**src/rtl/counter_arbiter.sv**
```systemverilog
// Round-robin scheduler sharing one interval counter among N_REQ requesters.
// Grants one requester at a time, counts 0..len, then pulses that requester's done.
module counter_arbiter #(
  parameter int unsigned N_REQ = 4,
  parameter int unsigned WIDTH = 8
) (
  input  logic                   clk,
  input  logic                   rst_n,
  input  logic [N_REQ-1:0]       req,
  input  logic [N_REQ*WIDTH-1:0] req_len,
  output logic [N_REQ-1:0]       gnt,
  output logic                   busy,
  output logic [WIDTH-1:0]       count,
  output logic [N_REQ-1:0]       done
);

  localparam int unsigned IW = (N_REQ > 1) ? $clog2(N_REQ) : 1;

  typedef enum logic [1:0] {IDLE, RUN, DONE} state_t;

  state_t           state, state_d;
  logic [IW-1:0]    last_grant, last_grant_d;
  logic [IW-1:0]    win_q, win_q_d;
  logic [IW-1:0]    pick, rr_idx;
  logic             found;
  logic [WIDTH-1:0] len_q, len_d, count_d;
  logic [N_REQ-1:0] gnt_d, done_d;
  logic             busy_d;

  // Search starts just past the last winner so every requester gets a turn.
  always_comb begin
    found  = 1'b0;
    pick   = '0;
    rr_idx = '0;
    for (int unsigned k = 1; k <= N_REQ; k++) begin
      rr_idx = IW'((32'(last_grant) + k) % N_REQ);
      if (!found && req[rr_idx]) begin
        found = 1'b1;
        pick  = rr_idx;
      end
    end
  end

  always_ff @(posedge clk) begin
    if (!rst_n) state <= IDLE;
    else        state <= state_d;
  end

  always_comb begin
    state_d = state;
    case (state)
      IDLE:    if (found) state_d = RUN;
      RUN: begin
        if (!req[win_q])         state_d = IDLE;
        else if (count == len_q) state_d = DONE;
      end
      DONE:    state_d = IDLE;
      default: state_d = IDLE;
    endcase
  end

  always_comb begin
    gnt_d        = gnt;
    done_d       = '0;
    busy_d       = busy;
    count_d      = count;
    len_d        = len_q;
    last_grant_d = last_grant;
    win_q_d      = win_q;
    case (state)
      IDLE: begin
        gnt_d   = '0;
        busy_d  = 1'b0;
        count_d = '0;
        if (found) begin
          gnt_d[pick]  = 1'b1;
          busy_d       = 1'b1;
          len_d        = req_len[pick*WIDTH +: WIDTH];
          last_grant_d = pick;
          win_q_d      = pick;
        end
      end
      RUN: begin
        // Cancel wins over expiry; count holds through the done cycle.
        if (!req[win_q]) begin
          gnt_d   = '0;
          busy_d  = 1'b0;
          count_d = '0;
        end else if (count == len_q) begin
          done_d = gnt;
          gnt_d  = '0;
          busy_d = 1'b0;
        end else begin
          count_d = count + 1'b1;
        end
      end
      DONE: begin
        gnt_d   = '0;
        busy_d  = 1'b0;
        count_d = '0;
      end
      default: begin
        gnt_d   = '0;
        busy_d  = 1'b0;
        count_d = '0;
      end
    endcase
  end

  always_ff @(posedge clk) begin
    if (!rst_n) begin
      gnt        <= '0;
      done       <= '0;
      busy       <= 1'b0;
      count      <= '0;
      len_q      <= '0;
      last_grant <= IW'(N_REQ - 1);
      win_q      <= '0;
    end else begin
      gnt        <= gnt_d;
      done       <= done_d;
      busy       <= busy_d;
      count      <= count_d;
      len_q      <= len_d;
      last_grant <= last_grant_d;
      win_q      <= win_q_d;
    end
  end

endmodule

```
**config.mk**
```make
export PLATFORM = sky130hd
export DESIGN_NAME = counter_arbiter
export DESIGN_NICKNAME = d
export VERILOG_FILES = /design/src/rtl/counter_arbiter.sv
export SDC_FILE = /design/constraint.sdc
export NUM_CORES = 1
export LEC_CHECK = 0
export ABC_AREA = 1
export ABC_CLOCK_PERIOD_IN_PS = 1970
export CORE_MARGIN = 4
export CORE_UTILIZATION = 47
export DETAILED_ROUTE_END_ITERATION = 10
export GPL_ROUTABILITY_DRIVEN = 1
export HOLD_SLACK_MARGIN = 0.08
export PLACE_DENSITY = 0.91
export SLEW_MARGIN = 10
export SYNTH_ARGS = -nofsm -noshare
export SYNTH_HDL_FRONTEND = slang
export SYNTH_SLANG_ARGS = --single-unit
```
**constraint.sdc**
```tcl
create_clock -name clk -period 1.97 [get_ports clk]
set_input_delay 0.197 -clock clk [delete_from_list [all_inputs] [get_ports clk]]
set_output_delay 0.197 -clock clk [all_outputs]
set_load 0.02 [all_outputs]
```
==> metrics.cfg <==
[sta]
timing.final.max_slew_violations = 0
finalCritPeriodShare_pct = 93.4
finalSetupViolations = 0
setup_repair_after_global_routing_missed_its_margin = yes
timing.setup.tns_ps = 0
finalCriticalPeriod_ps = 1840
max-slew-margin-rel_pct = 74.9
achievable-frequency_mhz = 544
worst_slew_pin_tran_ps = 376
final-hold-violation-count = 0
finalClockSkew_ps = 9.40

[clock_network]
tritoncts_clock_tree = yes
cts.htree.levels = 2
cts_made_buffers = 5
clk_pin_slew_ps = 70
clock_path_buffers = 2
ctsRootBufferMaster = clkbuf_8
clock_sinks = 31
holdBufCountCts = 0
clock_latency_on_the_worst_skew_pair_ps = 290

[synth]
yosys-top-cells-count = 58 x nand2_1, 46 x nand3_1, 31 x dfxtp_1, 29 x nor2_1, 19 x nand2_2
top_cells_by_area_synth = dfxtp_1 33%, nand3_1 12%, nand2_1 12%
synth_top_area_cell = dfxtp_1
synthesized_netlist_net_count = 313
flop_and_latch_count_out_of_synthesis = 31
post-synth-top-count-cell = nand2_1
synthArstFlopShare_pct = 0
netlist.area_leader.share_pct = 33.4
postSynthAreaPerCell_um2 = 6.79
synth_cells = 274
ys_seq_area_share_pct = 33.4
postSynth.topFlopCell = dfxtp_1
synth-warning-count = 0
number_of_synthesized_flops_with_an_enable_pin = 0
synth.cell_area_mm2 = 0.00186
synth.distinct_cells = 32

[detailed_routing]
route.vias.total = 2038
drt_first_iter_violations = 137
detail_route.vias_per_cell = 5.28
detail_route.drc_violations = 0
count_of_antenna_violating_nets_left_after_detailed_routing = 0
finalWirelength_mm = 5.17
post_drt_wl_per_cell_um = 13.4
drt_pre_antenna_iters = 5

[setup_path]
critical_path_end_type = flip-flop
worstRegToRegCells = 14
path_class = reg -> reg
worstPathRequired_ps = 2150
start_kind = flip-flop
arrival_ps = 2020
timing.critical_path.fanout_max = 8

[global_route]
groute.usage.overall_pct = 20.7
grt_antenna_before_repair = 0
grt-ovfl-total = 0
grt_start_max_net_pins = 24
grt_pass1_vias = 1966
global_route_wire_length_before_repair_mm = 8.37

[floorplanning]
area_inside_the_core_boundary_mm2 = 0.00374
die_h_um = 70.9
i_o_pins = 55
floorplan.die.width_um = 70.9
design.die.area_mm2 = 0.00503
start_util_pct = 49.7
placement_rows = 22

[finish]
syn_to_final_growth_pct = 41.7
design.final.nets = 376
filler_cell_count = 309
share_of_layout_cells_above_drive_strength_1_pct = 16.3
utilization_pct = 70.4
antenna_cells = 0

[run]
drv.max_cap_violation_count = 0

[place]
gpl.final_weighted_congestion = 0.837
detailedPlacementHpwl_mm = 3.84
portBuffers = 54

[pwr]
ir_worst_vdd_uv = 766
pwr_density_cell_mw_per_mm2 = 1680
p_leak_nw = 1.15

[run_status]
outcome = finished clean

[min_path]
timing.hold.worst_path_depth = 2
holdCritPathClass = reg -> reg

[report_power, final]
| group | switching [mW] | internal (mW) |
|---|---|---|
| combinational | 1.73 | 1.15 |
| clock | 0.241 | 0.409 |
| sequential | 0.127 | 0.788 |
[sequential cells by signal, indices dropped and copies added, names as in the netlist]
signal      count
busy            1
count           8
done            4
gnt             4
last_grant      2
len_q           8
state           2
win_q           2
[worst max-delay path, cell delays in order, from the launching register on]
cell      delay, ps
dfxtp_2         370
buf_4           170
nand2_1          70
nand2_2          90
inv_1            50
nand2_1          70
nand2_2          90
nand3b_2        230
nand3_2         120
buf_12          130
nor2_4           50
nand2_2          50
nand2_1          40
nor2_1          140
nor2_1           60
[logic make-up (layout without fill, tap and decap cells)]
logic type / Yosys count / in the layout / synth area share, %
buffers and inverters: 32 / 95 / 9.15
AOI/OAI and AO/OA: 30 / 30 / 8.55
DFF: 31 / 31 / 33.4
and+or+nand+nor: 170 / 171 / 43.5
xor gates and xnor gates: 10 / 10 / 4.71
adders and majority gates: 1 / 1 / 0.673
[metrics by stage]
| step | setup slack (ps) | instances | area, µm² | total power, mW | hold WS [ps] |
|---|---|---|---|---|---|
| detailed placement | -103 | 377 | 2480 | 3.57 | 436 |
| finish | 131 | 386 | 2640 | 4.44 | 443 |
| global route | -2.08 | 386 | 2640 | 4.76 | 481 |
| CTS | 44.8 | 385 | 2600 | 4.23 | 445 |
| floorplan | 245 | 274 | 1860 | 2.91 | 399 |
| global placement | -20.9 | 377 | 2480 | 3.47 | 428 |
[cell type report]
class	count	area, µm²	area share [%]
Clock buffer	6	82.6	3.13
Clock inverter	2	35.0	1.33
Inverter	22	85.1	3.23
Multi-Input combinational cell	212	1100	41.6
Sequential cell	31	623	23.6
Tap cell	48	60.1	2.28
Timing Repair Buffer	65	652	24.7
[worst paths after layout]
check / startpoint / to / slack, ps
hold / removal: gnt[2] / done[2] / 440
setup reg to reg: last_grant[0] / len_q[3] / 130
setup / recovery: last_grant[0] / len_q[3] / 130
hold reg to reg: gnt[2] / done[2] / 440
[repair_timing]
action / 4_1_cts / 5_1_grt
gates resized for setup: 0 / 8
setup buffers: 0 / 0
setup endpoints to repair: 0 / 16
[metal layers]
metal	share of wire, %	vias up	wire (µm)	GRT usage [%]
met5	0	-	0	0
met4	2.3	0	120	8.77
met3	7.8	10	405	5.26
met2	48	94	2460	35.5
met1	42	908	2180	24.3
li1	-	1026	-	-
[cell usage in the layout (no fill, tap or decap)]
cell type        netlist  final
inv_2                  3      3
nand3b_2               1      1
nor2_4                 0      3
clkinv_2               0      1
nand3_1               46     46
buf_6                  4      1
dfxtp_1               31     29
dfxtp_2                0      2
buf_12                 0      2
nand3_2                1      1
or2_2                  2      2
and2_1                 1      1
nand4_1                5      5
nor3_1                 2      2
o211ai_1               2      2
o21ai_1                6      6
a31oi_1                1      1
nor4_1                 2      2
clkdlybuf4s50_1        0     54
a21oi_1               14     14
o21a_1                 1      1
xnor2_1                1      1
inv_1                 18     18
o21ai_0                6      6
xor2_1                 9      9
bufinv_16              0      1
buf_4                  1      8
nor3b_1                1      1
inv_4                  1      1
nor2_2                 2      1
nand2_2               19     21
nor2_1                29     28
nor2_8                 1      1
nand2_1               58     56
clkbuf_8               0      6
ha_1                   1      1
No activity file was read; power rests on OpenSTA's default activity.
